File: src/rtl/lvds_capture.sv
// lvds_capture: packs synchronised 4-bit LVDS samples MSB-first into 32-bit words and fills two ping-pong buffers.
// Optional macro LVDS_CAPTURE_SYNC_EN adds a SYNC_WORD hunt before filling; without it alignment is the first nibble after arming.
module lvds_capture #(
    parameter int unsigned BUFFER_BITS = 4096,
    parameter logic [31:0] SYNC_WORD   = 32'hA5A5_5A5A,
    parameter int unsigned OVF_WIDTH   = 16,
    localparam int unsigned WORDS      = BUFFER_BITS / 32,
    localparam int unsigned IW         = $clog2(WORDS)
) (
    input  logic                 S_AXI_ACLK,
    input  logic                 S_AXI_ARESETN,
    input  logic [3:0]           sample_in,
    input  logic                 sample_valid,
    input  logic                 arm,
    input  logic [1:0]           buf_release,
    output logic                 wr_en,
    output logic [IW:0]          wr_addr,
    output logic [31:0]          wr_data,
    output logic [1:0]           buf_ready,
    output logic [OVF_WIDTH-1:0] overflow_cnt,
    output logic [1:0]           state
);

    typedef enum logic [1:0] {
        ST_IDLE  = 2'd0,
        ST_HUNT  = 2'd1,
        ST_FILL  = 2'd2,
        ST_STALL = 2'd3
    } state_t;

    state_t                 state_q, state_d;
    logic [2:0]             nib_q;
    logic [31:0]            shift_q;
    logic [IW-1:0]          word_idx_q;
    logic                   sel_q;
    logic                   pend_q;
    logic [1:0]             buf_ready_q, buf_ready_d;
    logic [OVF_WIDTH-1:0]   ovf_q;
    logic                   wr_en_q;
    logic [IW:0]            wr_addr_q;
    logic [31:0]            wr_data_q;

    logic [31:0]            new_word_s;
    logic                   flush_s, take_s, write_s, drop_s, last_s;
    logic [1:0]             set_mask_s;
`ifdef LVDS_CAPTURE_SYNC_EN
    logic                   sync_hit_s;
`else
    logic                   unused_sync_s;
    assign unused_sync_s = ^{SYNC_WORD, shift_q[31:28]};
`endif

    // State register
    always_ff @(posedge S_AXI_ACLK) begin
        if (!S_AXI_ARESETN) begin
            state_q <= ST_IDLE;
        end else begin
            state_q <= state_d;
        end
    end

    // Next-state logic; the FILL->STALL check looks at the ready flags as they will be after this edge
    always_comb begin
        state_d = state_q;
        if (!arm) begin
            state_d = ST_IDLE;
        end else begin
            case (state_q)
`ifdef LVDS_CAPTURE_SYNC_EN
                ST_IDLE: state_d = ST_HUNT;
                ST_HUNT: begin
                    if (sync_hit_s) begin
                        state_d = ST_FILL;
                    end else begin
                        state_d = ST_HUNT;
                    end
                end
`else
                ST_IDLE: state_d = ST_FILL;
                ST_HUNT: state_d = ST_IDLE;
`endif
                ST_FILL: begin
                    if (pend_q && buf_ready_d[sel_q]) begin
                        state_d = ST_STALL;
                    end else begin
                        state_d = ST_FILL;
                    end
                end
                ST_STALL: begin
                    if (!buf_ready_q[sel_q] && (nib_q == 3'd0)) begin
                        state_d = ST_FILL;
                    end else begin
                        state_d = ST_STALL;
                    end
                end
                default: state_d = ST_IDLE;
            endcase
        end
    end

    // Output/control decode from the current state
    always_comb begin
        new_word_s = {shift_q[27:0], sample_in};
        flush_s    = !arm || (state_q == ST_IDLE);
        take_s     = sample_valid && !flush_s;
        write_s    = 1'b0;
        drop_s     = 1'b0;
`ifdef LVDS_CAPTURE_SYNC_EN
        sync_hit_s = 1'b0;
`endif
        case (state_q)
`ifdef LVDS_CAPTURE_SYNC_EN
            ST_HUNT:  sync_hit_s = take_s && (new_word_s == SYNC_WORD);
`endif
            ST_FILL:  write_s = take_s && (nib_q == 3'd7);
            ST_STALL: drop_s  = take_s && (nib_q == 3'd7);
            default:  write_s = 1'b0;
        endcase
        last_s      = write_s && (&word_idx_q);
        set_mask_s  = {pend_q & ~sel_q, pend_q & sel_q};
        buf_ready_d = (buf_ready_q & ~buf_release) | set_mask_s;
    end

    // Nibble packing; the shifter keeps running in STALL so the word boundary is never lost
    always_ff @(posedge S_AXI_ACLK) begin
        if (!S_AXI_ARESETN || flush_s) begin
            nib_q      <= 3'd0;
            shift_q    <= 32'd0;
            word_idx_q <= '0;
        end else if (take_s) begin
            shift_q <= new_word_s;
            if (state_q == ST_HUNT) begin
                nib_q <= 3'd0;
            end else begin
                nib_q <= nib_q + 3'd1;
            end
            if (write_s) begin
                word_idx_q <= word_idx_q + IW'(1);
            end
        end
    end

    // Buffer ownership and drop counting; ready is set a cycle after the last word's write strobe
    always_ff @(posedge S_AXI_ACLK) begin
        if (!S_AXI_ARESETN) begin
            sel_q       <= 1'b0;
            pend_q      <= 1'b0;
            buf_ready_q <= 2'b00;
            ovf_q       <= '0;
        end else begin
            pend_q      <= last_s;
            buf_ready_q <= buf_ready_d;
            if (last_s) begin
                sel_q <= ~sel_q;
            end
            if (drop_s && !(&ovf_q)) begin
                ovf_q <= ovf_q + OVF_WIDTH'(1);
            end
        end
    end

    // Registered RAM write port
    always_ff @(posedge S_AXI_ACLK) begin
        if (!S_AXI_ARESETN) begin
            wr_en_q   <= 1'b0;
            wr_addr_q <= '0;
            wr_data_q <= 32'd0;
        end else begin
            wr_en_q <= write_s;
            if (write_s) begin
                wr_addr_q <= {sel_q, word_idx_q};
                wr_data_q <= new_word_s;
            end
        end
    end

    assign wr_en        = wr_en_q;
    assign wr_addr      = wr_addr_q;
    assign wr_data      = wr_data_q;
    assign buf_ready    = buf_ready_q;
    assign overflow_cnt = ovf_q;
    assign state        = state_q;

endmodule

File: config.mk
export PLATFORM = sky130hd
export DESIGN_NAME = lvds_capture
export DESIGN_NICKNAME = d
export VERILOG_FILES = /design/src/rtl/lvds_capture.sv
export SDC_FILE = /design/constraint.sdc
export NUM_CORES = 1
export LEC_CHECK = 0
export BUFFER_PORTS_ARGS = -buffer_cell sky130_fd_sc_hd__buf_2
export CELL_PAD_IN_SITES_DETAIL_PLACEMENT = 2
export CELL_PAD_IN_SITES_GLOBAL_PLACEMENT = 2
export CORE_MARGIN = 1
export CORE_UTILIZATION = 36
export DETAILED_ROUTE_END_ITERATION = 10
export GPL_TIMING_DRIVEN = 0
export PLACE_DENSITY = 0.81
export SETUP_SLACK_MARGIN = 0.5
export SYNTH_ARGS = -nofsm -noshare
export SYNTH_HDL_FRONTEND = slang
export SYNTH_SLANG_ARGS = --single-unit
File: constraint.sdc
create_clock -name S_AXI_ACLK -period 2.8 [get_ports S_AXI_ACLK]
set_clock_uncertainty 0.2 [all_clocks]
set_input_delay 0.14 -clock S_AXI_ACLK [delete_from_list [all_inputs] [get_ports S_AXI_ACLK]]
set_output_delay 0.14 -clock S_AXI_ACLK [all_outputs]
set_load 0.05 [all_outputs]
==> insert_results.sql, run 1 <==
INSERT INTO impl_metrics (metric_group, metric, value, unit) VALUES
('cts', 'cts_max_path_buffers', '2', ''),
('timing', 'setup_tns', '0', 'ns'),
('global_routing', 'grt_pass1_vias', '3891', ''),
('route', 'drt-pass1-iter-count', '4', ''),
('finish', 'layout_overhead_on_the_synthesized_area', '21.8', '%'),
('synthesis', 'yosys_warnings', '0', ''),
('timing', 'worst-slew-pin-transition', '0.716', 'ns'),
('setup_path', 'critPathRequiredTime', '2.84', 'ns'),
('job', 'cap_viol_max_count', '0', ''),
('finish', 'layout_cell_share_with_drive_strength_beyond_1', '0.277', ''),
('setup_path', 'cp_common_cell', 'sky130_fd_sc_hd__ha_1', ''),
('timing', 'max-slew-margin-rel', '0.523', ''),
('setup_path', 'worstPathMaxFanout', '10', ''),
('setup_path', 'ff2ff_path_depth', '7', ''),
('timing', 'final.period_utilization', '0.771', ''),
('global_routing', 'grt_first_pass_wirelength', '20.0', 'mm'),
('setup_path', 'critPathCaptureType', 'flip-flop', ''),
('route', 'drc_errors', '0', ''),
('die', 'ioPinCount', '71', ''),
('placement', 'gp_routability_congestion', '0.765', ''),
('timing', 'setup-violations-final', '0', ''),
('worst_hold_path', 'hold_path_depth', '4', ''),
('power', 'p_total', '0.00241', 'W'),
('worst_hold_path', 'hold_path.class', 'input pin to flip-flop', ''),
('synthesis', 'synthesis.nets', '440', ''),
('synthesis', 'synth-seq-area-share', '0.514', ''),
('synthesis', 'post_synth.cell_area_avg', '9.26', 'um^2'),
('cts', 'clkTransAtPathRegs', '0.10', 'ns'),
('cts', 'cts_buffers', '9', ''),
('finish', 'layout.area.seq', '2020', 'um^2'),
('finish', 'nets', '533', ''),
('route', 'antenna_left', '0', ''),
('cts', 'cts_tree', 'yes', ''),
('synthesis', 'syn_inst', '425', ''),
('route', 'via_count', '3608', ''),
('power', 'static-leakage-power', '1.87', 'nW'),
('die', 'core_area', '10500', 'um^2'),
('timing', 'max_freq', '463', 'MHz'),
('outcome', 'outcome', 'finished, final reports clean', ''),
('route', 'drt-vias-per-instance', '5.47', ''),
('finish', 'final.fill_count', '1202', ''),
('power', 'pwr_density_cell', '503', 'nW/um^2'),
('placement', 'port_buffers', '70', ''),
('cts', 'clock-sinks', '101', ''),
('setup_path', 'kind_of_launch_point_of_the_worst_setup_path', 'flip-flop', ''),
('setup_path', 'path_class', 'flip-flop to flip-flop', ''),
('die', 'die_area', '11300', 'um^2'),
('synthesis', 'yosys.cell_types.count', '47', ''),
('power', 'peakVddDrop', '0.270', 'mV'),
('route', 'routed_wl', '12.1', 'mm'),
('cts', 'cts.root.buffer_cell', 'sky130_fd_sc_hd__clkbuf_8', ''),
('finish', 'antenna_cells_inserted', '0', ''),
('setup_path', 'critical-path-max-stage-delay', '0.37', 'ns'),
('global_routing', 'overflow', '0', ''),
('timing', 'finalWorstPathRequiredPeriod', '2.16', 'ns'),
('route', 'starting_drc_count_in_detailed_routing', '115', ''),
('synthesis', 'syn-cell-area', '3930', 'um^2'),
('die', 'fp-row-count', '37', ''),
('setup_path', 'crit_slowest_cell', 'sky130_fd_sc_hd__dfxtp_1', ''),
('setup_path', 'r2r_setup_slack', '0.64', 'ns'),
('finish', 'footprint_of_the_multi_input_gates', '1780', 'um^2'),
('setup_path', 'worstPathCellList', 'ha_1 -> ha_1 -> and4_4 -> nand2_2 -> buf_2 -> o311ai_0 -> o41ai_1', ''),
('cts', 'worstSkewPairLatency', '0.37', 'ns'),
('global_routing', 'grt_antenna_before_repair', '0', ''),
('die', 'die_width', '107', 'um'),
('setup_path', 'worstPathArrival', '2.20', 'ns'),
('die', 'vert_die_dim', '107', 'um'),
('synthesis', 'ys_ff_latch', '101', ''),
('placement', 'dpl.hpwl', '8.59', 'mm'),
('cts', 'cts-htree-levels', '3', ''),
('finish', 'final_cell_mix', '99 x sky130_fd_sc_hd__nand2_1, 99 x sky130_fd_sc_hd__dfxtp_1, 79 x sky130_fd_sc_hd__buf_2, 53 x sky130_fd_sc_hd__a21oi_1, 28 x sky130_fd_sc_hd__o221a_2', ''),
('timing', 'rsz0062_at_grt', 'yes', ''),
('global_routing', 'grt_start_max_net_pins', '17', ''),
('die', 'initial_core_utilization', '0.376', ''),
('global_routing', 'groute.usage.overall', '0.226', ''),
('timing', 'drv_slew', '0', ''),
('timing', 'timing.final.hold_violations', '0', ''),
('route', 'wire_per_inst', '18.4', 'um');
[area by class of cell]
class	instances	area share
Multi-Input combinational cell	285	0.371
Clock inverter	4	0.00679
Clock buffer	12	0.0303
Tap cell	136	0.0355
Inverter	7	0.00549
Timing Repair Buffer	82	0.0961
Buffer	32	0.0324
Sequential cell	101	0.423
[sequential cells by signal, indices dropped and copies added, names as in the netlist]
signal,cells
buf_ready,2
nib_q,3
overflow_cnt,16
pend_q,1
sel_q,1
shift_q,28
state,2
word_idx_q,7
wr_addr,8
wr_data,32
wr_en,1
[report_power, final]
group | switching (W) | internal (W) | leakage, nW
combinational | 0.0000603 | 0.0000282 | 0.976
sequential | 0.00000607 | 0.00144 | 0.815
clock | 0.000518 | 0.000354 | 0.0832
[per-layer routing]
metal | part of all wire | vias up | track usage
met2 | 0.51 | 72 | 0.394
li1 | - | 1719 | -
met4 | 0.018 | 0 | 0.0822
met3 | 0.027 | 17 | 0.0429
met5 | 0 | - | 0
met1 | 0.45 | 1800 | 0.276
[logic make-up (layout without fill, tap and decap cells)]
| family | after synthesis | after routing | share of synthesized area |
|---|---|---|---|
| mux | 5 | 5 | 0.0130 |
| fa+ha+maj | 5 | 5 | 0.0159 |
| buf+inv | 39 | 137 | 0.0448 |
| simple gates | 158 | 158 | 0.193 |
| compound gates | 113 | 113 | 0.210 |
| xor+xnor | 4 | 4 | 0.00890 |
| flops | 101 | 101 | 0.514 |
[per-stage QoR]
stage	setup WS (ns)	cells	cell area, um^2	hold WS, ns	utilization
floorplan	0.551	425	3930	0.0760	-
global placement	0.561	631	4450	0.208	0.426
detailed placement	0.532	631	4450	0.210	0.426
CTS	0.501	655	4710	0.154	0.450
global route	0.477	659	4790	0.184	0.458
finish	0.640	659	4790	0.164	0.458
[cells in the mapped netlist, drive strengths merged]
cell    count  area, um^2
a21oi      53         265
a31oi       5        31.3
a32oi       2        17.5
a41o        2        20.0
and2        2        12.5
and3        2        12.5
and4        4        37.5
buf        13        78.8
clkbuf     19        71.3
dfxtp     101        2020
ha          5        62.6
inv         7        26.3
mux2        1        11.3
mux2i       4        40.0
nand2     100         378
nand2b      5        31.3
nand3       4        20.0
nand4       8        65.1
nor2       16        60.1
nor3        1        5.00
nor3b       1        7.51
nor4        2        18.8
nor4b       2        30.0
o211a       1        10.0
o21a        2        15.0
o21ai       5        28.8
o21bai      1        7.51
o221a      28         315
o311a       1        10.0
o311ai      3        26.3
o31ai       7        52.6
o41ai       3        26.3
or2         1        6.26
or3         2        12.5
or3b        1        8.76
or4         6        45.0
or4b        1        10.0
xnor2       4        35.0
[repair_timing]
item | in CTS | in global routing
hold buffers | 8 | 0
endpoints found under the setup margin | 0 | 55
setup buffers | 0 | 4
resized for setup | 0 | 16
hold endpoints to repair | 14 | 0
[worst paths after layout]
kind,start,endpoint
setup reg to reg,nib_q[1],overflow_cnt[4]
hold reg to reg,wr_data[26],wr_data[26]
hold / removal,sample_valid,overflow_cnt[7]
setup / recovery,nib_q[1],overflow_cnt[4]
[critical path: cells and delay by family, from the launching register on]
kind | cells | cell delay (ns)
AOI/OAI and AO/OA | 2 | 0.47
and+or+nand+nor | 2 | 0.40
DFF | 1 | 0.37
adders and majority gates | 2 | 0.37
buffers and inverters | 1 | 0.22
Note: power is estimated with default switching activity, not from simulation.
==> run 2, diff against run 1 <==
Settings changed: CORE_UTILIZATION 36 to 33, PLACE_DENSITY 0.81 to 0.75.
Clock period 2.8 ns to 2 ns, I/O delays scaled along.
==> insert_results.sql, run 2 (synthesis results as in run 1) <==
INSERT INTO impl_metrics (metric_group, metric, value, unit) VALUES
('cts', 'cts_buffers', '9', ''),
('timing', 'max-slew-margin-rel', '0.438', ''),
('route', 'starting_drc_count_in_detailed_routing', '126', ''),
('global_routing', 'grt_start_max_net_pins', '17', ''),
('timing', 'post-route-worst-setup-slack', '-0.0915', 'ns'),
('global_routing', 'grt_antenna_before_repair', '0', ''),
('die', 'vert_die_dim', '111', 'um'),
('route', 'routed_wl', '18.2', 'mm'),
('power', 'peakVddDrop', '0.364', 'mV'),
('finish', 'layout_overhead_on_the_synthesized_area', '57.0', '%'),
('cts', 'cts.root.buffer_cell', 'sky130_fd_sc_hd__clkbuf_16', ''),
('finish', 'antenna_cells_inserted', '0', ''),
('timing', 'setup-violations-final', '4', ''),
('job', 'cap_viol_max_count', '0', ''),
('outcome', 'outcome', 'complete, but fails checks', ''),
('cts', 'clock-sinks', '101', ''),
('timing', 'final.period_utilization', '1.05', ''),
('timing', 'finalWorstPathRequiredPeriod', '2.09', 'ns'),
('finish', 'final_cell_mix', '81 x sky130_fd_sc_hd__dfxtp_1, 75 x sky130_fd_sc_hd__nand2_1, 70 x sky130_fd_sc_hd__buf_2, 31 x sky130_fd_sc_hd__a21oi_2, 25 x sky130_fd_sc_hd__buf_4', ''),
('timing', 'rsz0062_at_grt', 'yes', ''),
('finish', 'nets', '567', ''),
('power', 'p_total', '0.00407', 'W'),
('route', 'via_count', '3959', ''),
('die', 'die_area', '12400', 'um^2'),
('route', 'drt-vias-per-instance', '5.66', ''),
('cts', 'cts-htree-levels', '3', ''),
('finish', 'final_cell_utilization_of_the_core', '0.536', ''),
('placement', 'place_ws', '-0.0817', 'ns'),
('setup_path', 'kind_of_launch_point_of_the_worst_setup_path', 'flip-flop', ''),
('placement', 'dpl.hpwl', '8.54', 'mm'),
('global_routing', 'overflow', '0', ''),
('timing', 'worst-slew-pin-transition', '0.843', 'ns'),
('route', 'wire_per_inst', '26.0', 'um'),
('finish', 'final-instance-count-excl-fill', '700', ''),
('timing', 'drv_slew', '0', ''),
('timing', 'timing.final.hold_violations', '0', ''),
('die', 'fp-row-count', '39', ''),
('cts', 'cts_max_path_buffers', '2', ''),
('cts', 'worstSkewPairLatency', '0.35', 'ns'),
('power', 'pwr_density_cell', '659', 'nW/um^2'),
('setup_path', 'worstPathArrival', '2.13', 'ns'),
('setup_path', 'critPathCaptureType', 'flip-flop', ''),
('die', 'initial_core_utilization', '0.342', ''),
('route', 'antenna_left', '0', ''),
('global_routing', 'grt_pass1_vias', '4156', ''),
('setup_path', 'path_class', 'flip-flop to flip-flop', ''),
('cts', 'cts_tree', 'yes', ''),
('global_routing', 'groute.usage.overall', '0.240', ''),
('route', 'drc_errors', '5', ''),
('setup_path', 'worstPathMaxFanout', '9', ''),
('placement', 'gp_routability_congestion', '0.751', ''),
('outcome', 'failing_checks', 'DRC, setup timing', ''),
('placement', 'port_buffers', '70', ''),
('finish', 'layout_cell_share_with_drive_strength_beyond_1', '0.512', ''),
('finish', 'mostFrequentLayoutCell', 'sky130_fd_sc_hd__dfxtp_1', ''),
('route', 'drt-pass1-iter-count', '7', ''),
('cts', 'clkTransAtPathRegs', '0.07', 'ns'),
('global_routing', 'grt_first_pass_wirelength', '23.1', 'mm'),
('timing', 'setup_tns', '-0.147', 'ns'),
('setup_path', 'critPathRequiredTime', '2.04', 'ns'),
('placement', 'placed_cells_incl_taps', '638', ''),
('die', 'die_width', '111', 'um'),
('timing', 'max_freq', '478', 'MHz'),
('die', 'core_area', '11500', 'um^2'),
('die', 'ioPinCount', '71', ''),
('finish', 'largest_reg_flops', '32', ''),
('worst_hold_path', 'hold_path.class', 'input pin to flip-flop', ''),
('power', 'static-leakage-power', '2.60', 'nW');
run 2: layout make-up:
class	count	area, um^2
buffer	32	332
clock buffer	11	253
clock inverter	5	57.6
fill	1172	5340
inverter	7	26.3
multi-input combinational	286	2440
sequential	101	2060
tap	143	179
timing repair buffer	115	831
run 2: through the flow:
step                cell area [um^2]  hold WS (ns)
detailed placement              4830         0.176
finish                          6180         0.170
global route                    6180         0.167
global placement                4830         0.163
CTS                             5570         0.134
floorplan                       4300        0.0360
run 2: repair_timing:
action / CTS / global route
buffers inserted: 20 / 12
gates resized for setup: 39 / 114
cloned: 3 / 4
endpoints found under the hold margin: 14 / 0
pin swaps: 27 / 28
setup endpoints to repair: 91 / 95
hold buffers: 7 / 0
run 2: critical path, stage by stage (launching register included):
cell and delay, ns:
sky130_fd_sc_hd__dfxtp_2 0.36, sky130_fd_sc_hd__ha_4 0.14, sky130_fd_sc_hd__ha_4 0.13, sky130_fd_sc_hd__nand4_1 0.11
sky130_fd_sc_hd__buf_6 0.16, sky130_fd_sc_hd__buf_6 0.11, sky130_fd_sc_hd__nor2_4 0.10, sky130_fd_sc_hd__buf_12 0.17
sky130_fd_sc_hd__buf_6 0.14, sky130_fd_sc_hd__nand2_1 0.08, sky130_fd_sc_hd__a21oi_1 0.27
run 2: path summary, 6_finish.rpt:
check           startpoint          end  slack [ns]  cells after the start
max               nib_q[1]   wr_data[0]       -0.09                     10
max reg2reg       nib_q[1]   wr_data[0]       -0.09                     10
min reg2reg    wr_data[28]  wr_data[28]        0.26                      2
min          S_AXI_ARESETN   shift_q[5]        0.17                      4
run 2: where the power goes:
group          internal [W]  switching, W  total, W
Sequential          0.00201     0.0000126   0.00202
Clock               0.00104      0.000830   0.00187
Combinational     0.0000580      0.000116  0.000174
run 2: metal layers:
metal  part of all wire  global-route usage  up-vias  wire length (um)
li1                   -                   -     1802                 -
met1               0.40               0.290     1973              7210
met2               0.52               0.431      124              9540
met3              0.033              0.0366       60               595
met4              0.047              0.0847        0               859
met5                  0                   0        -                 0
